--- src/rtl/mips_reg_access_ctrl.sv ---
// mips_sync_fifo: generic single-clock FIFO, head visible combinationally.
// Latency: a pushed entry is at the head the cycle after the push.
// Backpressure: pushes while full are dropped; pops while empty are ignored.
module mips_sync_fifo #(
  parameter int DEPTH = 2,
  parameter int WIDTH = 8
) (
  input  logic             clk,
  input  logic             rst,
  input  logic             i_push,
  input  logic [WIDTH-1:0] i_push_dat,
  input  logic             i_pop,
  output logic [WIDTH-1:0] o_head_dat,
  output logic             o_full,
  output logic             o_empty
);
  localparam int PW = $clog2(DEPTH);
  localparam int CW = PW + 1;

  logic [WIDTH-1:0] r_mem [DEPTH];
  logic [PW-1:0]    r_wr_ptr;
  logic [PW-1:0]    r_rd_ptr;
  logic [CW-1:0]    r_count;
  logic             w_push;
  logic             w_pop;

  assign w_push     = i_push && !o_full;
  assign w_pop      = i_pop && !o_empty;
  assign o_full     = (r_count == CW'(DEPTH));
  assign o_empty    = (r_count == '0);
  assign o_head_dat = r_mem[r_rd_ptr];

  // Pointers wrap naturally because DEPTH is a power of two.
  always_ff @(posedge clk) begin
    if (rst) begin
      r_wr_ptr <= '0;
      r_rd_ptr <= '0;
      r_count  <= '0;
      for (int i = 0; i < DEPTH; i++) r_mem[i] <= '0;
    end else begin
      if (w_push) begin
        r_mem[r_wr_ptr] <= i_push_dat;
        r_wr_ptr        <= r_wr_ptr + PW'(1);
      end
      if (w_pop) r_rd_ptr <= r_rd_ptr + PW'(1);
      r_count <= r_count + CW'(w_push) - CW'(w_pop);
    end
  end
endmodule

// mips_reg_access_ctrl: operand fetch with write bypass + write-back FIFO for an 8x32 regfile.
// Latency: response 3 cycles after request accept; a write-back commits the cycle after its push.
// Backpressure: req_ready only in IDLE, response held until rsp_ready, wb_ready while FIFO not full. Option: REG0_ZERO_EN.
module mips_reg_access_ctrl #(
  parameter int WB_DEPTH = 2,
  parameter int ADDR_W   = 3,
  parameter int DATA_W   = 32
) (
  input  logic              clk,
  input  logic              rst,
  input  logic              req_valid,
  output logic              req_ready,
  input  logic [ADDR_W-1:0] req_rs,
  input  logic [ADDR_W-1:0] req_rt,
  output logic              rsp_valid,
  input  logic              rsp_ready,
  output logic [DATA_W-1:0] rsp_rs_data,
  output logic [DATA_W-1:0] rsp_rt_data,
  input  logic              wb_valid,
  output logic              wb_ready,
  input  logic [ADDR_W-1:0] wb_reg,
  input  logic [DATA_W-1:0] wb_data,
  output logic [ADDR_W-1:0] read_reg_1,
  output logic [ADDR_W-1:0] read_reg_2,
  input  logic [DATA_W-1:0] read_data_1,
  input  logic [DATA_W-1:0] read_data_2,
  output logic [ADDR_W-1:0] write_reg,
  output logic [DATA_W-1:0] write_data,
  output logic              signal_reg_write
);
  typedef struct packed {
    logic [ADDR_W-1:0] wreg;
    logic [DATA_W-1:0] dat;
  } wb_t;

  typedef enum logic [1:0] {S_IDLE, S_ISSUE, S_CAPTURE, S_RESP} state_t;

  state_t            r_state;
  logic              r_req_ready;
  logic              r_rsp_valid;
  logic [ADDR_W-1:0] r_rd1;
  logic [ADDR_W-1:0] r_rd2;
  logic [DATA_W-1:0] r_rs_dat;
  logic [DATA_W-1:0] r_rt_dat;
  logic              r_byp1;
  logic              r_byp2;
  logic [DATA_W-1:0] r_byp1_dat;
  logic [DATA_W-1:0] r_byp2_dat;
  wb_t               r_wb_last;
  wb_t               w_wb_in;
  wb_t               w_head;
  logic              w_wb_push;
  logic              w_full;
  logic              w_empty;
  logic              w_commit;
  logic              w_hit1;
  logic              w_hit2;
  logic [DATA_W-1:0] w_op1;
  logic [DATA_W-1:0] w_op2;

  assign w_wb_in = '{wreg: wb_reg, dat: wb_data};

`ifdef REG0_ZERO_EN
  assign w_wb_push = wb_valid && (wb_reg != '0);
`else
  assign w_wb_push = wb_valid;
`endif

  mips_sync_fifo #(.DEPTH(WB_DEPTH), .WIDTH($bits(wb_t))) u_wb_fifo (
    .clk        (clk),
    .rst        (rst),
    .i_push     (w_wb_push),
    .i_push_dat (w_wb_in),
    .i_pop      (w_commit),
    .o_head_dat (w_head),
    .o_full     (w_full),
    .o_empty    (w_empty)
  );

  assign w_commit         = !w_empty;
  assign wb_ready         = !w_full;
  assign signal_reg_write = w_commit;
  assign write_reg        = w_commit ? w_head.wreg : r_wb_last.wreg;
  assign write_data       = w_commit ? w_head.dat  : r_wb_last.dat;

  // Write port keeps showing the last committed write while the FIFO is empty.
  always_ff @(posedge clk) begin
    if (rst)           r_wb_last <= '0;
    else if (w_commit) r_wb_last <= w_head;
  end

  assign w_hit1 = w_commit && (w_head.wreg == r_rd1);
  assign w_hit2 = w_commit && (w_head.wreg == r_rd2);

  always_comb begin
    w_op1 = read_data_1;
    w_op2 = read_data_2;
    if (r_byp1) w_op1 = r_byp1_dat;
    if (r_byp2) w_op2 = r_byp2_dat;
    if (w_hit1) w_op1 = w_head.dat;
    if (w_hit2) w_op2 = w_head.dat;
`ifdef REG0_ZERO_EN
    if (r_rd1 == '0) w_op1 = '0;
    if (r_rd2 == '0) w_op2 = '0;
`endif
  end

  always_ff @(posedge clk) begin
    if (rst) begin
      r_state     <= S_IDLE;
      r_req_ready <= 1'b1;
      r_rsp_valid <= 1'b0;
      r_rd1       <= '0;
      r_rd2       <= '0;
      r_rs_dat    <= '0;
      r_rt_dat    <= '0;
      r_byp1      <= 1'b0;
      r_byp2      <= 1'b0;
      r_byp1_dat  <= '0;
      r_byp2_dat  <= '0;
    end else begin
      case (r_state)
        S_IDLE: if (req_valid) begin
          r_rd1       <= req_rs;
          r_rd2       <= req_rt;
          r_req_ready <= 1'b0;
          r_state     <= S_ISSUE;
        end
        // The regfile samples this edge and returns pre-write data, so catch the write here.
        S_ISSUE: begin
          r_byp1  <= w_hit1;
          r_byp2  <= w_hit2;
          if (w_hit1) r_byp1_dat <= w_head.dat;
          if (w_hit2) r_byp2_dat <= w_head.dat;
          r_state <= S_CAPTURE;
        end
        S_CAPTURE: begin
          r_rs_dat    <= w_op1;
          r_rt_dat    <= w_op2;
          r_rsp_valid <= 1'b1;
          r_state     <= S_RESP;
        end
        S_RESP: if (rsp_ready) begin
          r_rsp_valid <= 1'b0;
          r_req_ready <= 1'b1;
          r_state     <= S_IDLE;
        end
        default: r_state <= S_IDLE;
      endcase
    end
  end

  assign req_ready   = r_req_ready;
  assign rsp_valid   = r_rsp_valid;
  assign rsp_rs_data = r_rs_dat;
  assign rsp_rt_data = r_rt_dat;
  assign read_reg_1  = r_rd1;
  assign read_reg_2  = r_rd2;
endmodule

--- config.mk ---
export PLATFORM = sky130hd
export DESIGN_NAME = mips_reg_access_ctrl
export DESIGN_NICKNAME = d
export VERILOG_FILES = /design/src/rtl/mips_reg_access_ctrl.sv
export SDC_FILE = /design/constraint.sdc
export NUM_CORES = 1
export LEC_CHECK = 0
export ABC_AREA = 1
export CORE_MARGIN = 2
export CORE_UTILIZATION = 35
export CTS_CLUSTER_SIZE = 14
export DETAILED_ROUTE_END_ITERATION = 8
export GPL_TIMING_DRIVEN = 0
export SYNTH_ARGS = -nofsm -noshare
export SYNTH_HDL_FRONTEND = slang
export SYNTH_SLANG_ARGS = --single-unit
--- constraint.sdc ---
create_clock -name clk -period 6.5 [get_ports clk]
set_input_delay 0.65 -clock clk [delete_from_list [all_inputs] [get_ports clk]]
set_output_delay 0.65 -clock clk [all_outputs]
set_load 0.05 [all_outputs]
==> results of run 1 <==
area by class of cell:
class | instances | area share
clock buffer | 43 | 0.05466
clock inverter | 10 | 0.005303
multi-input combinational | 1169 | 0.3199
buffer | 102 | 0.02969
tap | 442 | 0.03606
antenna | 1 | 0.0001632
timing repair buffer | 217 | 0.1416
sequential | 250 | 0.3720
inverter | 166 | 0.04063
state kept, by name, indices dropped and copies added, names as in the netlist, named ones only:
name / flops
rsp_rt_data: 32
read_reg_1: 3
r_byp1_dat: 32
req_ready: 1
r_wb_last: 35
u_wb_fifo.r_rd_ptr: 1
r_byp1: 1
u_wb_fifo.r_mem: 70
r_state: 2
r_byp2: 1
r_byp2_dat: 32
u_wb_fifo.r_wr_ptr: 1
rsp_rs_data: 32
u_wb_fifo.r_count: 2
read_reg_2: 3
rsp_valid: 1
placed cells by master, fill, tap and decap left out, types with 2 or more instances in the layout:
| cell type | Yosys | layout |
|---|---|---|
| inv_1 | 163 | 163 |
| nor2_1 | 376 | 376 |
| o21ai_0 | 45 | 45 |
| buf_2 | 22 | 22 |
| nand2_2 | 5 | 7 |
| nor2_2 | 2 | 2 |
| nand3b_1 | 18 | 18 |
| clkinv_2 | 0 | 3 |
| clkinv_1 | 2 | 5 |
| nor2_4 | 2 | 2 |
| dfxtp_1 | 180 | 180 |
| a21oi_1 | 93 | 93 |
| clkdlybuf4s50_1 | 0 | 217 |
| ha_1 | 5 | 5 |
| inv_6 | 0 | 2 |
| buf_6 | 5 | 5 |
| nor3_1 | 2 | 2 |
| clkbuf_16 | 0 | 29 |
| buf_4 | 2 | 2 |
| edfxtp_1 | 70 | 70 |
| clkbuf_1 | 63 | 71 |
| clkbuf_8 | 0 | 6 |
| nand2_1 | 490 | 488 |
| nand3_1 | 124 | 124 |
| buf_1 | 10 | 10 |
metal layers:
metal,wire (µm),GRT usage,up-vias
met3,2484,0.03649,57
met2,17110,0.3447,339
met4,897,0.04945,0
met1,16990,0.2803,5083
li1,-,-,5706
met5,0,0,-
worst max path at each step:
stage	start	to	slack (ns)
4_1_cts	u_wb_fifo.r_count[1]$_SDFF_PP0_	write_reg[2]	2.69
3_5_place_dp	rst	u_wb_fifo.r_mem[0][19]$_SDFFCE_PN0P_	3.03
2_1_floorplan	rst	u_wb_fifo.r_mem[1][0]$_SDFFCE_PN0P_	3.80
5_1_grt	u_wb_fifo.r_count[1]$_SDFF_PP0_	write_reg[2]	2.53
3_3_place_gp	rst	u_wb_fifo.r_mem[0][19]$_SDFFCE_PN0P_	2.49
6_report	u_wb_fifo.r_count[1]$_SDFF_PP0_	write_reg[2]	2.71
power breakdown:
part           switching, µW  total, µW  internal, µW
Combinational           1400       2030           631
Sequential               108       1930          1820
Clock                    653       1580           927
Total                   2160       5540          3380
cells by family after synthesis:
kind of cell / after synthesis / share of synthesized area
flip-flops: 250 / 0.4883
adder cells (fa/ha/maj): 5 / 0.005354
buffers and inverters: 268 / 0.09230
AO/OA/AOI/OAI: 142 / 0.06157
AND/OR/NAND/NOR: 1022 / 0.3525
metrics by stage:
| stage | util | setup WS, ns |
|---|---|---|
| floorplan | - | 3.797 |
| global placement | 0.4407 | 2.486 |
| detailed placement | 0.4408 | 3.034 |
| CTS | 0.4689 | 2.692 |
| global route | 0.4689 | 2.532 |
| finish | 0.4690 | 2.712 |
critical path, delay by kind of cell (launching register included):
family / cells / cell delay, ns
flip-flops: 1 / 0.33
AND/OR/NAND/NOR: 3 / 0.50
buffers and inverters: 4 / 1.74
==> tab_implementation.tex, run 1 <==
\begin{tabular}{lr}
\hline
Metric & Value \\
\hline
\multicolumn{2}{l}{\textbf{Placement}} \\
RD Place Congestion & 0.8699 \\
HPWL after detailed placement & 28490 µm \\
Placed Cells incl. Taps & 2346 \\
Port-buffer cells & 217 \\
Instance area after placement & 14420 µm² \\
\multicolumn{2}{l}{\textbf{CTS}} \\
Clock slew at reported path FFs & 0.06 ns \\
Number of instances resized during post-cts repair & 0 \\
TritonCTS Buffers & 29 \\
Clock tree from TritonCTS & built \\
Hold-fix buffers at CTS & 0 \\
Setup Fix Bufs, Post-CTS & 0 \\
Later-pin clock latency in the skew report & 0.55 ns \\
Largest buffer count on any clock path & 3 \\
Count of H-tree levels built during CTS & 1 \\
Clock Root Buffer & clkbuf\_16 \\
Sinks on the clock net & 250 \\
\multicolumn{2}{l}{\textbf{Flow run}} \\
Number of max-capacitance violations reported & 0 \\
\multicolumn{2}{l}{\textbf{Layout}} \\
Fill cell total of the finished layout & 3389 \\
Final Instance Area & 15340 µm² \\
Number of nets in the layout & 2050 \\
Area used by sequential logic in the layout & 5705 µm² \\
Proportion of layout cells with a drive suffix above 1 & 0.04343 \\
Final std cells w/o fill & 2400 \\
Area growth from synthesis to layout & 31.26\% \\
Area of combinational cells with multiple inputs & 4906 µm² \\
\multicolumn{2}{l}{\textbf{Floorplan}} \\
Die area & 34860 µm² \\
Horizontal die dimension & 186.7 µm \\
Effective utilization at floorplan & 0.3573 \\
Overall die height & 186.7 µm \\
Core Region & 32700 µm² \\
Count of boundary I/O pins & 219 \\
Std cell rows & 66 \\
\multicolumn{2}{l}{\textbf{Synthesis}} \\
Area share of the largest cell type after synthesis & 0.3084 \\
\#FFs+latches synth & 250 \\
Cells taking the most area after synthesis & dfxtp\_1, edfxtp\_1, nand2\_1 \\
Syn\_nets & 1802 \\
Top cells by count, synth & nand2\_1, nor2\_1, dfxtp\_1, inv\_1, nand3\_1 \\
Number of distinct library cell variants in the gate-level netlist after synthesis & 28 \\
Count of yosys warnings during synthesis & 0 \\
Post-Synthesis Cell Area & 11680 µm² \\
Post-synth top area cell & dfxtp\_1 \\
Proportion of register bits with asynchronous set or reset after synthesis & 0 \\
Main synth FF type & dfxtp\_1 \\
Proportion of synthesized chip area in sequential cells & 0.4883 \\
Post-synth EDFFs & 70 \\
Post-Synthesis Mean Instance Area & 6.926 µm² \\
Most frequently used cell type in the post-synthesis netlist & nand2\_1 \\
Synth Instances & 1687 \\
\multicolumn{2}{l}{\textbf{Worst setup path}} \\
Crit. End Element & output port \\
Crit path required time & 5.85 ns \\
Reg-to-reg endpoint & u\_wb\_fifo.r\_mem[0][23]\$\_SDFFCE\_PN0P\_ \\
Reg-to-reg slack, setup & 3.80 ns \\
Kind of start point of the critical path & flip-flop \\
CP dominant cell by count & nand2\_1 \\
Crit path largest cell delay & 0.83 ns \\
Start of the worst register-to-register path & u\_wb\_fifo.r\_count[0]\$\_SDFF\_PP0\_ \\
Critical path peak fanout & 10 \\
Sequence of cells on the critical path & inv\_1 -> nand2\_1 -> clkbuf\_1 -> buf\_1 -> nand2\_1 -> nand2\_1 -> clkdlybuf4s50\_1 \\
Endpoint arrival time on the critical path & 3.14 ns \\
Number of cells traversed by the worst register-to-register path & 7 \\
Worst-path cell with the longest stage delay & clkdlybuf4s50\_1 \\
Setup Crit Path Kind & reg2out \\
\multicolumn{2}{l}{\textbf{Timing}} \\
Number of pins with negative max-slew slack in the final report & 0 \\
Fmax & 264.0 MHz \\
Final hold violation count & 0 \\
Pin slew with the least headroom to its limit & 0.8867 ns \\
Smallest hold slack & 0.4614 ns \\
Period utilisation layout & 0.5828 \\
Post-Route Setup TNS & 0 ns \\
Final setup skew & 0.007898 ns \\
RSZ-0062 raised after global routing & false \\
Final critical delay including setup and external delays & 3.788 ns \\
Worst slew margin relative to its limit & 0.4068 \\
Endpoints failing setup & 0 \\
\multicolumn{2}{l}{\textbf{Detailed routing}} \\
Post-detailed-routing wire length & 37480 µm \\
TritonRoute pass-1 iters & 5 \\
WL per Instance & 15.62 µm \\
Post-route DRC & 0 \\
Vias/cell & 4.660 \\
Drt first-iter violations & 895 \\
Overall via count from detail\_route & 11190 \\
Residual antenna-violating net count after detailed routing & 0 \\
\multicolumn{2}{l}{\textbf{Global route}} \\
Total congestion overflow after global routing & 0 \\
GRT Util Overall & 0.2073 \\
Global-route wire length before repair & 57330 µm \\
Largest net degree at the start of global routing & 36 \\
Initial antenna violation count & 1 \\
Via count of the first global-routing pass & 10440 \\
\multicolumn{2}{l}{\textbf{Hold path}} \\
Type of the most critical hold path & reg2reg \\
Min-Delay Endpoint & u\_wb\_fifo.r\_count[1]\$\_SDFF\_PP0\_ \\
Worst min-delay path startpoint & u\_wb\_fifo.r\_count[1]\$\_SDFF\_PP0\_ \\
Instance count along the most critical hold path & 2 \\
\multicolumn{2}{l}{\textbf{Status}} \\
Outcome & completed \\
\multicolumn{2}{l}{\textbf{Power}} \\
Worst VDD drop & 0.0002147 V \\
PD cells & 361.2 nW/µm² \\
Pleak & 0.007069 µW \\
Post-layout power & 5539 µW \\
\hline
\end{tabular}
Power figures use the tool's default switching activity.
==> run 2: changes to the inputs <==
==> constraint.sdc (replaced) <==
create_clock -name clk -period 3.2 [get_ports clk]
set_input_delay 0.32 -clock clk [delete_from_list [all_inputs] [get_ports clk]]
set_output_delay 0.32 -clock clk [all_outputs]
set_load 0.05 [all_outputs]
==> run 2 against run 1 <==
Die area unchanged. Combinational power increased by 100%. Wire length barely moved. Register-to-register slack worse by 3.3 ns. Total power is 100% higher. Global-route usage is the same. Highest routed layer unchanged. Sequential power increased by 100%. Non-clock buffer count did not move. First-iteration DRC count grew 0.67%.
==> tab_implementation.tex, run 2 (same netlist as run 1, synthesis figures left out) <==
\begin{tabular}{lr}
\hline
Metric & Value \\
\hline
\multicolumn{2}{l}{\textbf{Worst setup path}} \\
Setup Crit Path Kind & reg2out \\
Startpoint of the worst setup timing path & u\_wb\_fifo.r\_count[1]\$\_SDFF\_PP0\_ \\
Kind of start point of the critical path & flip-flop \\
Start of the worst register-to-register path & u\_wb\_fifo.r\_count[0]\$\_SDFF\_PP0\_ \\
Crit. End Element & output port \\
Sequence of cells on the critical path & inv\_1 -> nand2\_1 -> clkbuf\_2 -> buf\_1 -> nand2\_1 -> nand2\_1 -> dlygate4sd2\_1 \\
Reg-to-reg slack, setup & 0.51 ns (-3.29 ns) \\
CP dominant cell by count & nand2\_1 \\
Buffer and inverter count on the worst path & 4 (unchanged) \\
Delay-heaviest family, CP & buffers and inverters \\
Critical path peak fanout & 10 (unchanged) \\
Crit path required time & 2.88 ns (-2.97 ns) \\
Crit path largest cell delay & 0.55 ns (-0.28 ns) \\
Worst-path cell with the longest stage delay & dlygate4sd2\_1 \\
Endpoint arrival time on the critical path & 2.72 ns (-0.42 ns) \\
\multicolumn{2}{l}{\textbf{Placement}} \\
HPWL after detailed placement & 28490 µm (unchanged) \\
Placed Cells incl. Taps & 2346 (unchanged) \\
Port-buffer cells & 217 (unchanged) \\
RD Place Congestion & 0.8699 (unchanged) \\
\multicolumn{2}{l}{\textbf{Timing}} \\
Pin slew with the least headroom to its limit & 0.8902 ns (+0.003510 ns) \\
Period utilisation layout & 0.9489 \\
Endpoints failing setup & 0 (unchanged) \\
Final setup skew & 0.008348 ns (+0.0004496 ns) \\
Worst slew margin relative to its limit & 0.4044 (-0.002348) \\
RSZ-0062 raised after global routing & false \\
Number of pins with negative max-slew slack in the final report & 0 (unchanged) \\
Fmax & 329.3 MHz \\
Final hold violation count & 0 (unchanged) \\
Final critical delay including setup and external delays & 3.036 ns \\
Smallest hold slack & 0.4056 ns (-0.05578 ns) \\
\multicolumn{2}{l}{\textbf{Layout}} \\
Most common library cell in the layout ignoring fill and taps & nand2\_1 \\
Area of combinational cells with multiple inputs & 4906 µm² (unchanged) \\
Register ranked first by flip-flop count & u\_wb\_fifo.r\_mem \\
Commonest cells after routing, fill and taps aside & nand2\_1, nor2\_1, clkdlybuf4s50\_1, dfxtp\_1, inv\_1 \\
Final std cells w/o fill & 2400 (unchanged) \\
Area used by sequential logic in the layout & 5705 µm² (unchanged) \\
Number of nets in the layout & 2050 (unchanged) \\
Fill cell total of the finished layout & 3401 (+0.35\%) \\
Proportion of layout cells with a drive suffix above 1 & 0.04701 (+0.003577) \\
Regs by FF count & u\_wb\_fifo.r\_mem x70, r\_wb\_last x35 \\
Max reg flops & 70 (unchanged) \\
Area growth from synthesis to layout & 31.19\% (about the same) \\
\multicolumn{2}{l}{\textbf{Detailed routing}} \\
Post-route DRC & 0 (unchanged) \\
Vias/cell & 4.665 (about the same) \\
WL per Instance & 15.62 µm (about the same) \\
Post-detailed-routing wire length & 37490 µm (about the same) \\
TritonRoute pass-1 iters & 6 (+1) \\
Overall via count from detail\_route & 11200 (+0.098\%) \\
Residual antenna-violating net count after detailed routing & 0 (unchanged) \\
Drt first-iter violations & 901 (+0.67\%) \\
\multicolumn{2}{l}{\textbf{Floorplan}} \\
Die area & 34860 µm² (unchanged) \\
Count of boundary I/O pins & 219 (unchanged) \\
Horizontal die dimension & 186.7 µm (unchanged) \\
Std cell rows & 66 (unchanged) \\
Core Region & 32700 µm² (unchanged) \\
Overall die height & 186.7 µm (unchanged) \\
Effective utilization at floorplan & 0.3573 (unchanged) \\
\multicolumn{2}{l}{\textbf{Global route}} \\
Largest net degree at the start of global routing & 36 (unchanged) \\
Global-route wire length before repair & 57330 µm (unchanged) \\
Initial antenna violation count & 1 (unchanged) \\
Via count of the first global-routing pass & 10440 (unchanged) \\
GR met1 Demand/Resource & 0.2801 (about the same) \\
Global routing's busiest layer & met2 \\
GR Layer Usage met2 & 0.3449 (about the same) \\
Met3 Resource Use GR & 0.03649 (unchanged) \\
GRT Util Overall & 0.2073 (unchanged) \\
Total congestion overflow after global routing & 0 (unchanged) \\
\multicolumn{2}{l}{\textbf{Hold path}} \\
Worst min-delay path startpoint & req\_rs[2] \\
Type of the most critical hold path & in2reg \\
\multicolumn{2}{l}{\textbf{CTS}} \\
Sinks on the clock net & 250 (unchanged) \\
Later-pin clock latency in the skew report & 0.55 ns (about the same) \\
TritonCTS Buffers & 29 (unchanged) \\
Largest buffer count on any clock path & 3 (unchanged) \\
Clock Root Buffer & clkbuf\_16 \\
Clock slew at reported path FFs & 0.06 ns (about the same) \\
Clock tree from TritonCTS & built \\
Setup Fix Bufs, Post-CTS & 0 (unchanged) \\
Count of H-tree levels built during CTS & 1 (unchanged) \\
\multicolumn{2}{l}{\textbf{Status}} \\
Outcome & completed \\
\multicolumn{2}{l}{\textbf{Power}} \\
Pleak & 0.007241 µW (+2.4\%) \\
Worst VDD drop & 0.0004371 V (+100\%) \\
PD cells & 732.9 nW/µm² (+100\%) \\
\multicolumn{2}{l}{\textbf{Flow run}} \\
Number of max-capacitance violations reported & 0 (unchanged) \\
\hline
\end{tabular}
## run 2: changes by cell type in the layout (fill, tap and decap cells not counted), sizes merged
| cell | delta |
|---|---|
| dlygate4sd2 | +21 |
| dlymetal6s2s | +4 |
| clkdlybuf4s50 | -25 |
## run 2: final timing paths
check	depth (start not counted)	endpoint
setup reg to reg	7	u_wb_fifo.r_mem[0][23]$_SDFFCE_PN0P_
hold / removal	3	read_reg_1[2]$_SDFFE_PP0P_
setup / recovery	7	write_reg[2]
hold reg to reg	2	u_wb_fifo.r_count[1]$_SDFF_PP0_
## run 2: area by class of cell
type                       instances  area share
inverter                         166     0.04065
sequential                       250      0.3722
multi-input combinational       1169      0.3200
clock inverter                    10    0.005305
timing repair buffer             217      0.1406
buffer                           102     0.03028
clock buffer                      43     0.05468
antenna                            1   0.0001632
tap                              442     0.03608
## run 2: what timing repair did
item | 4_1_cts | 5_1_grt
gates resized for setup | 24 | 12
hold buffers | 0 | 0
endpoints found under the setup margin | 26 | 11
## run 2: where the power goes
part           leakage [µW]  internal [µW]  switching (µW)  total, µW
sequential          0.00220           3710             218       3920
clock              0.000450           1880            1320       3200
combinational       0.00459           1270            2840       4110
total               0.00724           6860            4380      11200
## run 2: through the flow
step / util / worst slack (ns) / cell area (µm²) / power, µW / setup TNS, ns
finish: 0.4688 / 0.1635 / 15330 / 11240 / 0
global route: 0.4687 / 0.001944 / 15330 / 11790 / 0
CTS: 0.4682 / 0.005878 / 15310 / 11290 / 0
detailed placement: 0.4408 / 0.06377 / 14420 / 8099 / 0
global placement: 0.4407 / -0.4843 / 14410 / 8059 / -32.23
floorplan: - / 0.6237 / 11690 / 6671 / 0
## run 2: worst register-to-register path: cells and delay by family (launching register included)
kind	cells	cell delay (ns)
AND/OR/NAND/NOR	5	1.32
buffers and inverters	2	0.60
flip-flops	1	0.30
## run 2: metal layers
metal | vias to the layer above | wire, µm
met5 | - | 0
li1 | 5707 | -
met1 | 5047 | 16740
met2 | 384 | 17110
met4 | 0 | 898
met3 | 58 | 2740
==> run 3: changes to the inputs <==
--- a/config.mk
+++ b/config.mk
@@ -11,6 +11,7 @@
 export CTS_CLUSTER_SIZE = 14
 export DETAILED_ROUTE_END_ITERATION = 8
 export GPL_TIMING_DRIVEN = 0
+export PLACE_DENSITY = 0.64
 export SYNTH_ARGS = -nofsm -noshare
 export SYNTH_HDL_FRONTEND = slang
 export SYNTH_SLANG_ARGS = --single-unit
==> run 3 against run 2 <==
Hold slack better by 0.0014 ns. Wire length is 1.3% lower. Worst setup slack worse by 0.037 ns. Final cell count is 0.21% lower. Sequential share of layout area is 0.088 points higher. First-iteration DRC count is 2.6% higher. Largest power group unchanged.
==> tab_implementation.tex, run 3 (same netlist as run 1, synthesis figures left out) <==
\begin{tabular}{lr}
\hline
Metric & Value \\
\hline
\multicolumn{2}{l}{\textbf{Status}} \\
Outcome & completed \\
\multicolumn{2}{l}{\textbf{Timing}} \\
Endpoints failing setup & 0 (unchanged) \\
RSZ-0062 raised after global routing & false \\
Worst slew margin relative to its limit & 0.3972 (-0.007204) \\
Pin slew with the least headroom to its limit & 0.9010 ns (+0.01077 ns) \\
Final setup skew & 0.01689 ns (+0.008547 ns) \\
Final hold violation count & 0 (unchanged) \\
Fmax & 325.3 MHz (-1.2\%) \\
Number of pins with negative max-slew slack in the final report & 0 (unchanged) \\
Final critical delay including setup and external delays & 3.074 ns (+0.03724 ns) \\
Period utilisation layout & 0.9605 (+0.01164) \\
Smallest hold slack & 0.4069 ns (+0.001352 ns) \\
\multicolumn{2}{l}{\textbf{Worst setup path}} \\
Endpoint arrival time on the critical path & 2.75 ns (+0.03 ns) \\
Start of the worst register-to-register path & u\_wb\_fifo.r\_count[0]\$\_SDFF\_PP0\_ \\
Crit. End Element & output port \\
Worst-path cell with the longest stage delay & clkdlybuf4s50\_1 \\
Crit path largest cell delay & 0.71 ns (+0.16 ns) \\
Crit path required time & 2.88 ns (about the same) \\
CP dominant cell by count & nand2\_1 \\
Setup Crit Path Kind & reg2out \\
Reg-to-reg slack, setup & 0.51 ns (about the same) \\
Startpoint of the worst setup timing path & u\_wb\_fifo.r\_count[1]\$\_SDFF\_PP0\_ \\
Kind of start point of the critical path & flip-flop \\
Reg-to-reg endpoint & u\_wb\_fifo.r\_mem[0][26]\$\_SDFFCE\_PN0P\_ \\
Number of cells traversed by the worst register-to-register path & 7 (unchanged) \\
Critical Path Sink & write\_reg[0] \\
Critical path peak fanout & 10 (unchanged) \\
Sequence of cells on the critical path & inv\_1 -> nand2\_1 -> clkinv\_1 -> clkbuf\_2 -> nand2\_1 -> nand2\_1 -> clkdlybuf4s50\_1 \\
\multicolumn{2}{l}{\textbf{Layout}} \\
Area used by sequential logic in the layout & 5705 µm² (unchanged) \\
Area growth from synthesis to layout & 30.88\% \\
Fill cell total of the finished layout & 3333 (-2.0\%) \\
Max reg flops & 70 (unchanged) \\
Register ranked first by flip-flop count & u\_wb\_fifo.r\_mem \\
Most common library cell in the layout ignoring fill and taps & nand2\_1 \\
Area of combinational cells with multiple inputs & 4906 µm² (unchanged) \\
Proportion of layout cells with a drive suffix above 1 & 0.04969 (+0.002682) \\
Number of nets in the layout & 2049 (-0.049\%) \\
Core utilization of the finished layout & 0.4677 (-0.001110) \\
Regs by FF count & u\_wb\_fifo.r\_mem x70, r\_wb\_last x35 \\
Commonest cells after routing, fill and taps aside & nand2\_1, nor2\_1, clkdlybuf4s50\_1, dfxtp\_1, inv\_1 \\
\multicolumn{2}{l}{\textbf{Global route}} \\
GR Layer Usage met2 & 0.3354 (-0.009437) \\
Largest net degree at the start of global routing & 36 (unchanged) \\
GR met1 Demand/Resource & 0.2857 (+0.005567) \\
GRT Util Overall & 0.2079 (+0.0005435) \\
Initial antenna violation count & 1 (unchanged) \\
Global-route wire length before repair & 57590 µm (+0.46\%) \\
Via count of the first global-routing pass & 10560 (+1.2\%) \\
Met3 Resource Use GR & 0.03479 (-0.001693) \\
Global routing's busiest layer & met2 \\
Total congestion overflow after global routing & 0 (unchanged) \\
\multicolumn{2}{l}{\textbf{CTS}} \\
Clock tree from TritonCTS & built \\
Later-pin clock latency in the skew report & 0.55 ns (about the same) \\
Sinks on the clock net & 250 (unchanged) \\
TritonCTS Buffers & 28 (-3.4\%) \\
Count of H-tree levels built during CTS & 1 (unchanged) \\
Clock slew at reported path FFs & 0.06 ns (about the same) \\
Clock Root Buffer & clkbuf\_16 \\
Largest buffer count on any clock path & 3 (unchanged) \\
Hold-fix buffers at CTS & 0 (unchanged) \\
\multicolumn{2}{l}{\textbf{Floorplan}} \\
Horizontal die dimension & 186.7 µm (unchanged) \\
Overall die height & 186.7 µm (unchanged) \\
Std cell rows & 66 (unchanged) \\
Count of boundary I/O pins & 219 (unchanged) \\
Die area & 34860 µm² (unchanged) \\
Core Region & 32700 µm² (unchanged) \\
Effective utilization at floorplan & 0.3573 (unchanged) \\
\multicolumn{2}{l}{\textbf{Power}} \\
Clk network pwr share & 0.275 (-0.010) \\
Net switching power figure & 4345 µW (-0.74\%) \\
PD cells & 724.2 nW/µm² (-1.2\%) \\
Relative contribution of combinational cells to total power & 0.370 (+0.005) \\
Proportion of total power due to net switching & 0.3923 (+0.002693) \\
Pleak & 0.007267 µW (+0.36\%) \\
Flop pwr share & 0.355 (+0.006) \\
Internal portion of total power & 6731 µW (-1.9\%) \\
Worst VDD drop & 0.0004472 V (+2.3\%) \\
\multicolumn{2}{l}{\textbf{Detailed routing}} \\
Vias/cell & 4.678 (+0.27\%) \\
Residual antenna-violating net count after detailed routing & 0 (unchanged) \\
WL per Instance & 15.44 µm (-1.1\%) \\
Post-detailed-routing wire length & 36980 µm (-1.3\%) \\
Post-route DRC & 0 (unchanged) \\
TritonRoute pass-1 iters & 8 (+2) \\
Overall via count from detail\_route & 11200 (+0.063\%) \\
Drt first-iter violations & 924 (+2.6\%) \\
\multicolumn{2}{l}{\textbf{Placement}} \\
RD Place Congestion & 0.8738 (+0.45\%) \\
Port-buffer cells & 217 (unchanged) \\
HPWL after detailed placement & 28190 µm (-1.1\%) \\
\multicolumn{2}{l}{\textbf{Flow run}} \\
Number of max-capacitance violations reported & 0 (unchanged) \\
\multicolumn{2}{l}{\textbf{Hold path}} \\
Type of the most critical hold path & in2reg \\
\hline
\end{tabular}
## run 3: per-layer routing
layer  wire length [µm]  share of wire
met1              16540           0.45
met2              16460           0.45
met5                  0              0
met3               2893          0.078
met4               1080          0.029
## run 3: cell type report
cell class	instances	area share
sequential	250	0.3731
multi-input combinational	1169	0.3208
timing repair buffer	217	0.1419
clock buffer	41	0.05326
inverter	166	0.04074
tap	442	0.03616
buffer	102	0.03068
clock inverter	7	0.003273
antenna	1	0.0001636
## run 3: power groups by stage
stage / Sequential [µW] / Clock [µW] / Combinational (µW)
2_1_floorplan: 4990 / 0 / 1680
3_3_place_gp: 3980 / 0 / 4070
3_5_place_dp: 3990 / 0 / 4090
4_1_cts: 3930 / 3090 / 4100
5_1_grt: 3980 / 3210 / 4440
6_report: 3930 / 3050 / 4100
## run 3: how the worst min path moves through the flow
stage,cells past startpoint,slack [ns],startpoint,to
after floorplan,1,0.43,u_wb_fifo.r_rd_ptr$_SDFFE_PP0N_,flip-flop
after global placement,1,0.44,u_wb_fifo.r_rd_ptr$_SDFFE_PP0N_,u_wb_fifo.r_rd_ptr$_SDFFE_PP0N_
after detailed placement,2,0.45,u_wb_fifo.r_count[0]$_SDFF_PP0_,u_wb_fifo.r_count[1]$_SDFF_PP0_
after CTS,3,0.40,req_rs[0],read_reg_1[0]$_SDFFE_PP0P_
after global routing,3,0.44,req_rt[2],read_reg_2[2]$_SDFFE_PP0P_
final,3,0.41,req_rs[0],read_reg_1[0]$_SDFFE_PP0P_
## run 3: per-stage QoR
| stage | power, µW | worst slack [ns] | TNS [ns] | cell area [µm²] | cells |
|---|---|---|---|---|---|
| after global placement | 8051 | -0.4905 | -33.32 | 14410 | 2346 |
| after CTS | 11120 | 0.009898 | 0 | 15270 | 2394 |
| after detailed placement | 8087 | 0.09593 | 0 | 14420 | 2346 |
| after floorplan | 6671 | 0.6237 | 0 | 11690 | 1687 |
| final | 11080 | 0.1263 | 0 | 15290 | 2395 |
| after global routing | 11640 | 0.004135 | 0 | 15290 | 2394 |
## run 3: critical path, delay by kind of cell, from the launching register on
kind | cells | cell delay, ns
buffers and inverters | 4 | 1.43
DFF | 1 | 0.34
and+or+nand+nor | 3 | 0.44
## run 3: repair_timing
item / CTS / global route
setup buffers: 0 / 0
resized for setup: 22 / 17
endpoints found under the setup margin: 26 / 14
cloned: 0 / 0
hold endpoints to repair: 0 / 0
